### src/rtl/inst_fetch.sv
// Instruction fetch stage: sequential icache requests, static branch prediction,
// an 8-entry instruction queue feeding the decoder, and ROB redirect handling.
module inst_fetch #(
  parameter logic [31:0] RESET_PC   = 32'h0000_0000,
  parameter int          QDEPTH_LOG = 3
) (
  input  logic        clk,
  input  logic        rst,
  input  logic        rdy,
  output logic        oIC_en,
  output logic [31:0] oIC_pc,
  input  logic        iIC_valid,
  input  logic [31:0] iIC_inst,
  input  logic        iDEC_stall,
  output logic        oDEC_en,
  output logic [31:0] oDEC_inst,
  output logic [31:0] oDEC_pc,
  output logic        oDEC_pd,
  input  logic        iROB_flush,
  input  logic [31:0] iROB_pc
);

  localparam int DEPTH = 1 << QDEPTH_LOG;

  localparam logic [1:0] ST_IDLE = 2'd0;
  localparam logic [1:0] ST_WAIT = 2'd1;
  localparam logic [1:0] ST_DROP = 2'd2;

  localparam logic [QDEPTH_LOG:0]   CNT_ZERO_C = {(QDEPTH_LOG+1){1'b0}};
  localparam logic [QDEPTH_LOG:0]   CNT_ONE_C  = {{QDEPTH_LOG{1'b0}}, 1'b1};
  localparam logic [QDEPTH_LOG:0]   CNT_FULL_C = {1'b1, {QDEPTH_LOG{1'b0}}};
  localparam logic [QDEPTH_LOG-1:0] PTR_ZERO_C = {QDEPTH_LOG{1'b0}};
  localparam logic [QDEPTH_LOG-1:0] PTR_ONE_C  = {{(QDEPTH_LOG-1){1'b0}}, 1'b1};

  // Static prediction: returns {taken, next_pc} for a word fetched at pc.
  function automatic logic [32:0] predict(input logic [31:0] inst, input logic [31:0] pc);
    logic [31:0] imm_jal;
    logic [31:0] imm_br;
    logic [32:0] res;
    imm_jal = {{11{inst[31]}}, inst[31], inst[19:12], inst[20], inst[30:21], 1'b0};
    imm_br  = {{19{inst[31]}}, inst[31], inst[7], inst[30:25], inst[11:8], 1'b0};
    case (inst[6:0])
      7'b1101111: res = {1'b1, pc + imm_jal};
      7'b1100011: begin
        if (inst[31]) begin
          res = {1'b1, pc + imm_br};
        end else begin
          res = {1'b0, pc + 32'd4};
        end
      end
      default:    res = {1'b0, pc + 32'd4};
    endcase
    return res;
  endfunction

  logic [1:0]            state_r;
  logic [31:0]           pc_r;
  logic [QDEPTH_LOG-1:0] head_r;
  logic [QDEPTH_LOG-1:0] tail_r;
  logic [QDEPTH_LOG:0]   count_r;
  logic [31:0]           q_inst_r [DEPTH];
  logic [31:0]           q_pc_r   [DEPTH];
  logic                  q_pd_r   [DEPTH];

  logic                  enq_s;
  logic                  deq_s;
  logic                  pred_pd_s;
  logic [31:0]           pred_npc_s;
  logic [QDEPTH_LOG:0]   count_nx_s;

  // Enqueue/dequeue decisions, prediction of the returning word and next occupancy.
  always_comb begin
    enq_s                   = (state_r == ST_WAIT) && iIC_valid;
    deq_s                   = (count_r != CNT_ZERO_C) && !iDEC_stall;
    {pred_pd_s, pred_npc_s} = predict(iIC_inst, oIC_pc);
    if (enq_s && !deq_s) begin
      count_nx_s = count_r + CNT_ONE_C;
    end else if (!enq_s && deq_s) begin
      count_nx_s = count_r - CNT_ONE_C;
    end else begin
      count_nx_s = count_r;
    end
  end

  // Fetch FSM, instruction queue and decoder issue; a flush wipes the queue and
  // turns an in-flight request into one whose data is thrown away on return.
  always_ff @(posedge clk) begin
    if (!rst) begin
      state_r   <= ST_IDLE;
      pc_r      <= RESET_PC;
      head_r    <= PTR_ZERO_C;
      tail_r    <= PTR_ZERO_C;
      count_r   <= CNT_ZERO_C;
      oIC_en    <= 1'b0;
      oIC_pc    <= 32'h0000_0000;
      oDEC_en   <= 1'b0;
      oDEC_inst <= 32'h0000_0000;
      oDEC_pc   <= 32'h0000_0000;
      oDEC_pd   <= 1'b0;
      for (int i = 0; i < DEPTH; i++) begin
        q_inst_r[i] <= 32'h0000_0000;
        q_pc_r[i]   <= 32'h0000_0000;
        q_pd_r[i]   <= 1'b0;
      end
    end else if (rdy) begin
      if (iROB_flush) begin
        head_r  <= tail_r;
        count_r <= CNT_ZERO_C;
        oDEC_en <= 1'b0;
        oIC_en  <= 1'b0;
        pc_r    <= iROB_pc;
        case (state_r)
          ST_WAIT: state_r <= iIC_valid ? ST_IDLE : ST_DROP;
          ST_IDLE: state_r <= ST_IDLE;
          ST_DROP: state_r <= ST_DROP;
          default: state_r <= ST_IDLE;
        endcase
      end else begin
        if (deq_s) begin
          oDEC_en   <= 1'b1;
          oDEC_inst <= q_inst_r[head_r];
          oDEC_pc   <= q_pc_r[head_r];
          oDEC_pd   <= q_pd_r[head_r];
          head_r    <= head_r + PTR_ONE_C;
        end else begin
          oDEC_en   <= 1'b0;
        end
        if (enq_s) begin
          q_inst_r[tail_r] <= iIC_inst;
          q_pc_r[tail_r]   <= oIC_pc;
          q_pd_r[tail_r]   <= pred_pd_s;
          tail_r           <= tail_r + PTR_ONE_C;
        end
        count_r <= count_nx_s;
        // The in-flight request reserves its slot, so only issue below full.
        case (state_r)
          ST_IDLE: begin
            if (count_r < CNT_FULL_C) begin
              oIC_en  <= 1'b1;
              oIC_pc  <= pc_r;
              state_r <= ST_WAIT;
            end else begin
              oIC_en  <= 1'b0;
            end
          end
          ST_WAIT: begin
            if (iIC_valid) begin
              pc_r    <= pred_npc_s;
              oIC_en  <= 1'b0;
              state_r <= ST_IDLE;
            end else begin
              oIC_en  <= 1'b1;
            end
          end
          ST_DROP: begin
            oIC_en <= 1'b0;
            if (iIC_valid) begin
              state_r <= ST_IDLE;
            end else begin
              state_r <= ST_DROP;
            end
          end
          default: begin
            oIC_en  <= 1'b0;
            state_r <= ST_IDLE;
          end
        endcase
      end
    end
  end

endmodule
### config.mk
export PLATFORM = sky130hd
export DESIGN_NAME = inst_fetch
export DESIGN_NICKNAME = d
export VERILOG_FILES = /design/src/rtl/inst_fetch.sv
export SDC_FILE = /design/constraint.sdc
export NUM_CORES = 1
export LEC_CHECK = 0
export BUFFER_PORTS_ARGS = -buffer_cell sky130_fd_sc_hd__buf_2
export CORE_MARGIN = 1.5
export CORE_UTILIZATION = 46
export DETAILED_ROUTE_END_ITERATION = 12
export HOLD_SLACK_MARGIN = 0.06
export PLACE_DENSITY_LB_ADDON = 0.08
export SKIP_CTS_REPAIR_TIMING = 1
export SLEW_MARGIN = 30
export SYNTH_ARGS = -nofsm -noshare
export SYNTH_HDL_FRONTEND = slang
export SYNTH_SLANG_ARGS = --single-unit
### constraint.sdc
create_clock -name clk -period 3.65 [get_ports clk]
set_input_delay 0.5475 -clock clk [delete_from_list [all_inputs] [get_ports clk]]
set_output_delay 0.5475 -clock clk [all_outputs]
set_load 0.05 [all_outputs]
==> results of run 1 <==
cell usage in the layout, fill, tap and decap left out, types with 12 or more instances in the layout:
cell type,synthesis,layout
nor3_1,19,17
nand2_1,244,236
a31oi_1,14,14
o211a_1,70,70
xor2_1,26,26
xnor2_1,31,31
and3_1,258,257
nand3_1,43,43
buf_4,0,92
a21o_1,17,17
mux2i_1,72,72
or3_1,13,13
edfxtp_1,512,512
nand4_1,12,12
dfxtp_1,151,148
clkbuf_1,201,16
inv_1,16,16
nor2b_1,15,13
ha_1,51,51
o21ai_0,91,91
and2_1,261,261
clkinv_1,2,15
clkbuf_16,0,76
a21boi_0,40,40
nor2_1,81,77
a21oi_1,78,78
buf_12,0,15
o211ai_1,13,13
mux4_2,130,130
buf_2,18,167
power groups by stage:
stage / Clock [µW] / Combinational (µW) / Sequential [µW]
finish: 7280 / 1460 / 8490
global route: 7700 / 1570 / 8510
CTS: 7420 / 1470 / 8490
detailed placement: 0 / 1470 / 8650
global placement: 0 / 1460 / 8630
floorplan: 0 / 772 / 8790
layer usage:
layer | GRT usage (%) | routed length (µm) | vias to the layer above
li1 | - | - | 10107
met1 | 38.25 | 43370 | 11447
met2 | 43.35 | 46660 | 739
met3 | 3.215 | 5439 | 140
met4 | 8.118 | 2426 | 0
met5 | 0 | 0 | -
layout make-up:
| type | count | area (µm²) | share of cell area, % |
|---|---|---|---|
| clock inverter | 33 | 251.5 | 0.6769 |
| sequential | 663 | 18410 | 49.55 |
| multi-input combinational | 1722 | 13320 | 35.84 |
| timing repair buffer | 276 | 1849 | 4.977 |
| inverter | 18 | 67.56 | 0.1818 |
| clock buffer | 101 | 2086 | 5.614 |
| tap | 940 | 1176 | 3.166 |
worst paths after layout:
| kind | startpoint | end | cells past startpoint |
|---|---|---|---|
| max | oIC_pc[1]$_SDFFE_PN0P_ | pc_r[31]$_SDFFE_PN0P_ | 11 |
| min | rst | oIC_en$_SDFFE_PN0P_ | 2 |
| max reg2reg | oIC_pc[1]$_SDFFE_PN0P_ | pc_r[31]$_SDFFE_PN0P_ | 11 |
| min reg2reg | pc_r[5]$_SDFFE_PN0P_ | pc_r[5]$_SDFFE_PN0P_ | 2 |
critical path: stages (launching register included):
cell and delay, ps:
dfxtp_1 350, ha_1 250, fa_1 420, a21oi_1 220, o211ai_1 230, a221oi_1 420, a31oi_1 190, a41oi_1 410
o21ai_0 190, xnor2_1 150, a22oi_1 160, a31oi_1 100
registers in the layout, summed over array words and instances (netlist names):
signal and cells:
q_inst_r 256, oDEC_inst 32, oIC_en 1, oDEC_en 1, q_pc_r 256, oIC_pc 32, oDEC_pd 1, q_pd_r 8
oDEC_pc 32, pc_r 32, state_r 2, count_r 4, head_r 3, tail_r 3
Yosys cell counts, types with 17 or more instances:
cell / instances / share of area [%]
nor3_1: 19 / 0.29
a21oi_1: 78 / 1.2
clkbuf_1: 201 / 2.3
and2_1: 261 / 5.0
dfxtp_1: 151 / 9.3
xor2_1: 26 / 0.70
nand3_1: 43 / 0.66
edfxtp_1: 512 / 47
a21o_1: 17 / 0.39
mux4_2: 130 / 9.0
a21boi_0: 40 / 0.92
ha_1: 51 / 2.0
o211a_1: 70 / 2.2
buf_2: 18 / 0.28
xnor2_1: 31 / 0.83
nor2_1: 81 / 0.93
mux2i_1: 72 / 2.2
nand2_1: 244 / 2.8
o21ai_0: 91 / 1.4
and3_1: 258 / 5.0
stage by stage:
step / instances / hold WS (ps) / util [%] / worst slack [ps]
6_report: 3753 / 215.5 / 53.06 / 431.4
5_1_grt: 3753 / 207.4 / 53.06 / 151.6
4_1_cts: 3753 / 178.0 / 53.05 / 421.1
3_5_place_dp: 3619 / 445.0 / 49.71 / 117.8
3_3_place_gp: 3619 / 434.9 / 49.71 / 62.87
2_1_floorplan: 2641 / 424.9 / - / 15.28
kinds of logic (layout without fill, tap and decap cells):
logic type | after synthesis | in the layout | synth area share, %
AOI/OAI and AO/OA | 431 | 431 | 9.401
xor gates and xnor gates | 57 | 57 | 1.532
adders and majority gates | 54 | 54 | 2.143
buffers and inverters | 256 | 428 | 3.049
DFF | 663 | 663 | 56.46
muxes | 206 | 206 | 11.34
and+or+nand+nor | 974 | 974 | 16.07
==> impl_metrics.tcl, run 1 <==
set metrics [dict create \
    status "complete, no violations" \
    period_needed_ps 3219 \
    start_kind "flop" \
    power.share.switching_pct 24.04 \
    fin_area_um2 37150 \
    die_w_um 269.1 \
    hp-class "in2reg" \
    clk_pin_slew_worst_paths_ps 60 \
    diodes 0 \
    netlist_instances 2641 \
    grt_antenna_before_repair 2 \
    vias 22433 \
    power_uw 17230 \
    reg2reg_slack_ps 430 \
    setup_viol_count_final 0 \
    ys.flop_type "edfxtp_1" \
    avgSynthCellArea_um2 12.34 \
    grt_max_degree 76 \
    place_area_um2 34810 \
    seq_power_share_pct 49.2 \
    via_per_inst 5.977 \
    grt_overflow 0 \
    core_um2 70030 \
    syn_area_um2 32580 \
    drtIter0Drc 1791 \
    ys_warn_count 0 \
    synth.distinct_cells 82 \
    die_h_um 269.1 \
    area_growth_pct 14.03 \
    cp-end-kind "flop" \
    hold_violations 0 \
    synth_nets 2765 \
    drc 0 \
    die_area_um2 72440 \
    arrival_ps 3690 \
    hpwl_mm 59.95 \
    row_count 97 \
    critPathMaxFanout 4 \
    drt_pass1_iterations 5 \
    pin_count 169 \
    wirelength_mm 97.90 \
    synth_seq_cells 663 \
    cellInternalPower_uw 13090 \
    layout.nets 2879 \
    drive_gt1_share_pct 19.73 \
    fmax_mhz 310.7 \
    fill_cells 6090 \
    drv_cap 0 \
    synth_edf_count 512 \
    rsz0062_at_grt "false" \
    cts_made_buffers 74 \
    power_frac_comb_pct 8.5 \
    clk_latency_ps 620 \
    p_clk_share_pct 42.3 \
    cts_root_buf "clkbuf_16" \
    worstPathRequired_ps 4130 \
    track_usage_pct 26.89 \
    grt_pass1_wl_mm 146.1 \
    synth.yosys.seq_area_share_pct 56.46 \
    cts_tree "done" \
    cts-htree-levels 3 \
    pwr_density_cell_nw_per_um2 463.8 \
    max_slew_margin_pct 41.09 \
    ir_drop_mv 0.2525 \
    fin_skew_ps 24.51 \
    ant_nets 0 \
    switchingPower_uw 4142 \
    start_util_pct 46.53 \
    postSynth.asyncResetShare_pct 0 \
    period_share_pct 88.18 \
    avgRoutedWirePerCell_um 26.09 \
    crit_type "reg2reg" \
    io_buffer_count 168 \
    p_leak_uw 0.01519 \
    grt_pass1_vias 22642 \
    cts.sinks 663 \
    slew_viol_final 0 \
    cts_max_path_buffers 3 \
    worst_pin_slew_ps 883.6 \
    routabilityCongestion 0.8836 \
    fin_setup_tns_ps 0 \
]
Note: power is estimated with default switching activity, not from simulation.
==> inputs of run 2 (changes only) <==
--- a/config.mk
+++ b/config.mk
@@ -5,6 +5,7 @@
 export SDC_FILE = /design/constraint.sdc
 export NUM_CORES = 1
 export LEC_CHECK = 0
+export ABC_AREA = 1
 export BUFFER_PORTS_ARGS = -buffer_cell sky130_fd_sc_hd__buf_2
 export CORE_MARGIN = 1.5
 export CORE_UTILIZATION = 46
==> run 2 against run 1 <==
Against the previous run:
- clock-buffer cell count unchanged
- synthesized area grew 2.1%
- clock skew down 3.7 ps
- design area is 1.7% higher
- worst hold slack improved by 28 ps
- non-clock buffer count is 21 lower
- sequential power is 0.8% higher
- die area is 2.0% higher
==> impl_metrics.tcl, run 2 <==
set metrics [dict create \
    status "complete, no violations" \
    worst_pin_slew_ps 906.7 \
    synth-xor-area-share_pct 0.5004 \
    synthAdderAreaFrac_pct 2.099 \
    drc 0 \
    fin_setup_tns_ps 0 \
    cts-htree-levels 3 \
    cts_made_buffers 74 \
    drive_gt1_share_pct 10.78 \
    clk_pin_slew_worst_paths_ps 60 \
    ys.flop_type "edfxtp_1" \
    core_um2 71490 \
    routabilityCongestion 0.9803 \
    worstPathRequired_ps 4140 \
    row_count 98 \
    path_cells "ha_1, nand2_1, nor2_1, nand2_1, inv_1, nand3_1, nand3_1, nand2_1, inv_1, nand3_1, nand2_1, a21oi_1" \
    die_area_um2 73920 \
    muxShareOfSynthArea_pct 3.853 \
    fin_area_um2 37800 \
    io_buffer_count 168 \
    vias 27054 \
    mostFrequentLayoutCell "nor2_1" \
    start_kind "flop" \
    drv_cap 0 \
    cp_slowest_stage_delay_ps 630 \
    pre_cts_ws_ps 657.6 \
    finalNonFillerCells 4893 \
    worst_slack_ps 730.7 \
    cts.sinks 663 \
    synth.most_common_cell "nor2_1" \
    track_usage_pct 29.21 \
    grt_pass1_vias 25103 \
    synth.distinct_cells 45 \
    grt_antenna_before_repair 1 \
    dp_cells 4755 \
    slowest_stage "nor2_1" \
    arrival_ps 3410 \
    cp-end-kind "flop" \
    yosysTopAreaCell "edfxtp_1" \
    cts_max_path_buffers 3 \
    die_h_um 271.9 \
    place_area_um2 35380 \
    synth_top_family_by_area "simple AND/OR/NAND/NOR gates" \
    grt_max_degree 70 \
    max_slew_margin_pct 39.56 \
    ant_nets 0 \
    pin_count 169 \
    avgSynthCellArea_um2 8.828 \
    via_per_inst 5.529 \
    ir_drop_mv 0.3402 \
    synth_edf_count 512 \
    setup_viol_count_final 0 \
    fill_cells 6716 \
    drt_pass1_iterations 5 \
    cts_tree "done" \
    synth-simple-area-share_pct 17.31 \
    clk_latency_ps 630 \
    hpwl_mm 70.08 \
    slew_viol_final 0 \
    postSynth.asyncResetShare_pct 0 \
    netlist_instances 3767 \
    p_leak_uw 0.01541 \
    ys_top_cells_by_area "edfxtp_1, dfxtp_1, nor2_1, nand2_1, o21ai_0" \
    synth_nets 3891 \
    die_w_um 271.9 \
    period_share_pct 79.98 \
    crit_type "reg2reg" \
    grt_overflow 0 \
    syn_area_um2 33260 \
    synth_top_area_share_pct 46.23 \
    worst_path_most_repeated_cell "nand2_1" \
    drtIter0Drc 2482 \
    period_needed_ps 2919 \
    area_growth_pct 13.67 \
    fmax_mhz 342.5 \
    fin_skew_ps 20.78 \
    wirelength_mm 108.9 \
    start_util_pct 46.52 \
    cts_root_buf "clkbuf_16" \
    grt_pass1_wl_mm 161.5 \
    critPathMaxFanout 6 \
    pwr_density_cell_nw_per_um2 491.0 \
    synth.yosys.seq_area_share_pct 55.32 \
    final_cell_mix "nor2_1, nand2_1, edfxtp_1" \
    largestRegisters "q_inst_r (256), q_pc_r (256)" \
    synth_compound_area_share_pct 13.52 \
    post-route-util_pct 52.88 \
    hp-class "in2reg" \
    avgRoutedWirePerCell_um 22.26 \
    layout.nets 4005 \
    ys_warn_count 0 \
    hold_violations 0 \
    netlist_top_cells_count "nor2_1, nand2_1, edfxtp_1, o21ai_0, inv_1" \
    rsz0062_at_grt "false" \
    synth_seq_cells 663 \
]
==> run 2: final timing paths <==
kind / start / end / slack, ps / depth (start not counted)
max: oIC_pc[3]$_SDFFE_PN0P_ / pc_r[26]$_SDFFE_PN0P_ / 730 / 12
min: iROB_pc[0] / pc_r[0]$_SDFFE_PN0P_ / 240 / 3
max reg2reg: oIC_pc[3]$_SDFFE_PN0P_ / pc_r[26]$_SDFFE_PN0P_ / 730 / 12
min reg2reg: pc_r[19]$_SDFFE_PN0P_ / pc_r[19]$_SDFFE_PN0P_ / 460 / 2
==> run 2: report_power, final <==
part	switching [µW]	internal (µW)	leakage, µW
registers	172	8390	0.00652
clock network	3140	4350	0.00120
logic	1790	716	0.00770
total	5110	13500	0.0154
==> run 2: cells by family after synthesis <==
logic type | after synthesis
AND/OR/NAND/NOR | 1434
AO/OA/AOI/OAI | 849
flip-flops | 663
buffers and inverters | 620
multiplexers | 128
adder cells (fa/ha/maj) | 54
XOR/XNOR | 19
==> run 2: final cells by class <==
class,count,area (µm²),share of cell area [%]
timing repair buffer,255,1738,4.598
antenna,1,2.502,0.006620
tap,950,1189,3.144
clock buffer,101,2107,5.574
inverter,403,1518,4.015
multi-input combinational,2484,12520,33.13
clock inverter,36,314.1,0.8308
sequential,663,18410,48.70
==> run 2: worst max-delay path, delay by kind of cell (launching register included) <==
family / cells / cell delay (ps)
flip-flops: 1 / 470
adder cells (fa/ha/maj): 1 / 240
buffers and inverters: 2 / 390
AND/OR/NAND/NOR: 8 / 1620
AO/OA/AOI/OAI: 1 / 50
==> run 2: per-layer routing <==
layer,wire length [µm],up-vias,global-route usage [%],share of wire [%]
met1,49380,13078,41.96,45
met2,50020,929,46.89,46
met5,0,-,0,0
li1,-,12926,-,-
met3,7316,121,3.817,6.7
met4,2213,0,7.237,2.0
==> run 2: through the flow <==
step	hold WS, ps	total power, µW
after floorplan	442.2	10340
after global placement	449.4	11210
after detailed placement	453.6	11220
after CTS	230.7	18660
after global routing	234.3	19220
final	243.3	18560
==> inputs of run 3 (changes only) <==
==> constraint.sdc (replaced) <==
create_clock -name clk -period 2.5 [get_ports clk]
set_input_delay 0.375 -clock clk [delete_from_list [all_inputs] [get_ports clk]]
set_output_delay 0.375 -clock clk [all_outputs]
set_load 0.05 [all_outputs]
==> run 3 against run 2 <==
Against the previous run:
- global-route usage increased by 0.61 points
- first-iteration DRC count decreased by 0.44%
- utilization increased by 2.4 points
- routed wire length increased by 1.3%
- combinational power increased by 65%
- maximum frequency increased by 22%
- worst setup slack got worse by 630 ps
- clock power increased by 39%
- worst hold slack got worse by 180 ps
- critical path type unchanged
- critical endpoint is now pc_r[14]$_SDFFE_PN0P_
- largest power group unchanged
- highest routed layer unchanged
==> impl_metrics.tcl, run 3 (synthesis results as in run 2) <==
set metrics [dict create \
    status "complete, no violations" \
    worst_pin_slew_ps 915.5 \
    cts-htree-levels 3 \
    start_util_pct 46.52 \
    r2r_start "oIC_pc[3]$_SDFFE_PN0P_" \
    final_cell_mix "nor2_1, nand2_1, edfxtp_1" \
    max_slew_margin_pct 38.97 \
    cp-end-kind "flop" \
    cts.sinks 663 \
    fill_cells 6591 \
    clk_latency_ps 630 \
    die_w_um 271.9 \
    rr_worst_depth 12 \
    cts_max_path_buffers 3 \
    period_needed_ps 2397 \
    row_count 98 \
    multiInputGateArea_um2 12620 \
    rr_endpoint "pc_r[14]$_SDFFE_PN0P_" \
    mostFrequentLayoutCell "nor2_1" \
    track_usage_pct 29.82 \
    via_per_inst 5.450 \
    grt_antenna_before_repair 0 \
    slew_viol_final 0 \
    drtIter0Drc 2471 \
    rsz0062_at_grt "true" \
    top_layer_used "met4" \
    largestRegisters "q_inst_r (256), q_pc_r (256)" \
    critPathMaxFanout 5 \
    die_area_um2 73920 \
    grt_pass1_vias 26336 \
    grt_pass1_wl_mm 165.4 \
    crit_type "reg2reg" \
    fmax_mhz 417.2 \
    path_cells "ha_1, a21oi_2, nand2_2, nand3_1, nand2_1, nand2_1, nand2_1, or2_2, nand3_1, nand3_1, nand2_1, a21oi_1" \
    wl_met3_mm 7.934 \
    fin_skew_ps 31.53 \
    met2_length_mm 50.36 \
    worstPathRequired_ps 2960 \
    ir_drop_mv 0.4909 \
    setup_viol_count_final 0 \
    drt_pass1_iterations 6 \
    hpwl_mm 72.69 \
    period_share_pct 95.88 \
    drc 0 \
    fin_area_um2 39530 \
    hp-class "in2reg" \
    drive_gt1_share_pct 15.49 \
    setup.worst_path.end "pc_r[14]$_SDFFE_PN0P_" \
    cts_tree "done" \
    area_growth_pct 18.85 \
    place_area_um2 37090 \
    reg2reg_slack_ps 100 \
    worstHoldStart "iROB_pc[0]" \
    pwr_density_cell_nw_per_um2 683.6 \
    post-route-util_pct 55.29 \
    cp_slowest_stage_delay_ps 370 \
    avgRoutedWirePerCell_um 21.72 \
    drv_cap 0 \
    arrival_ps 2860 \
    grt_max_degree 132 \
    wirelength_mm 110.4 \
    dp_cells 4946 \
    routabilityCongestion 0.9731 \
    finalNonFillerCells 5082 \
    ant_nets 0 \
    clk_pin_slew_worst_paths_ps 60 \
    p_leak_uw 0.01641 \
    grt_overflow 0 \
    layout.nets 4196 \
    cts_made_buffers 72 \
    hold_violations 0 \
    die_h_um 271.9 \
    io_buffer_count 168 \
    pin_count 169 \
    cts_root_buf "clkbuf_16" \
    vias 27696 \
    diodes 0 \
    start_kind "flop" \
    crit_start "oIC_pc[3]$_SDFFE_PN0P_" \
    worst_path_most_repeated_cell "nand2_1" \
    core_um2 71490 \
    slowest_stage "ha_1" \
    seqCellArea_um2 18420 \
    wl_met1_mm 49.38 \
]
[run 3: changes by cell type in the layout (fill, tap and decap cells not counted), moves of 7 or more]
cell and delta:
buf_12 +23, buf_4 +171, dfxtp_1 -7, dfxtp_2 +7, nand2_1 -10, nand2_2 +10
[run 3: worst min-delay path by stage]
stage,to,cells past startpoint
global route,pc_r[0]$_SDFFE_PN0P_,3
floorplan,pc_r[10]$_SDFFE_PN0P_,2
detailed placement,pc_r[17]$_SDFFE_PN0P_,2
finish,pc_r[0]$_SDFFE_PN0P_,3
CTS,pc_r[0]$_SDFFE_PN0P_,3
global placement,pc_r[12]$_SDFFE_PN0P_,2
[run 3: critical path: cells and delay by family (launching register included)]
kind / cells / cell delay, ps
DFF: 1 / 350
adders and majority gates: 1 / 370
and+or+nand+nor: 9 / 1230
AOI/OAI and AO/OA: 2 / 270
[run 3: area by class of cell]
cell class,count,area share [%]
sequential,663,46.60
multi-input combinational,2484,31.94
timing repair buffer,448,8.781
clock buffer,106,5.296
inverter,403,3.833
tap,950,3.007
clock inverter,28,0.5476
[run 3: metal layers]
metal	up-vias	global-route usage [%]
met5	-	0
met4	0	8.787
met3	145	3.632
met2	997	47.87
met1	13281	42.47
li1	13273	-
[run 3: power breakdown]
part	switching (µW)	total [µW]	internal, µW
sequential	206	12500	12200
clock	4470	10400	5960
combinational	2760	4140	1370
[run 3: stage by stage]
| stage | worst slack [ps] | setup TNS, ps | hold WS [ps] | power [µW] |
|---|---|---|---|---|
| floorplan | 132.8 | 0 | 442.2 | 15080 |
| global placement | -210.4 | -737.6 | 448.5 | 16760 |
| detailed placement | -102.8 | -489.0 | 452.1 | 16770 |
| CTS | 9.167 | 0 | 49.73 | 27120 |
| global route | -11.99 | -17.74 | 68.17 | 27990 |
| finish | 103.1 | 0 | 67.44 | 27020 |
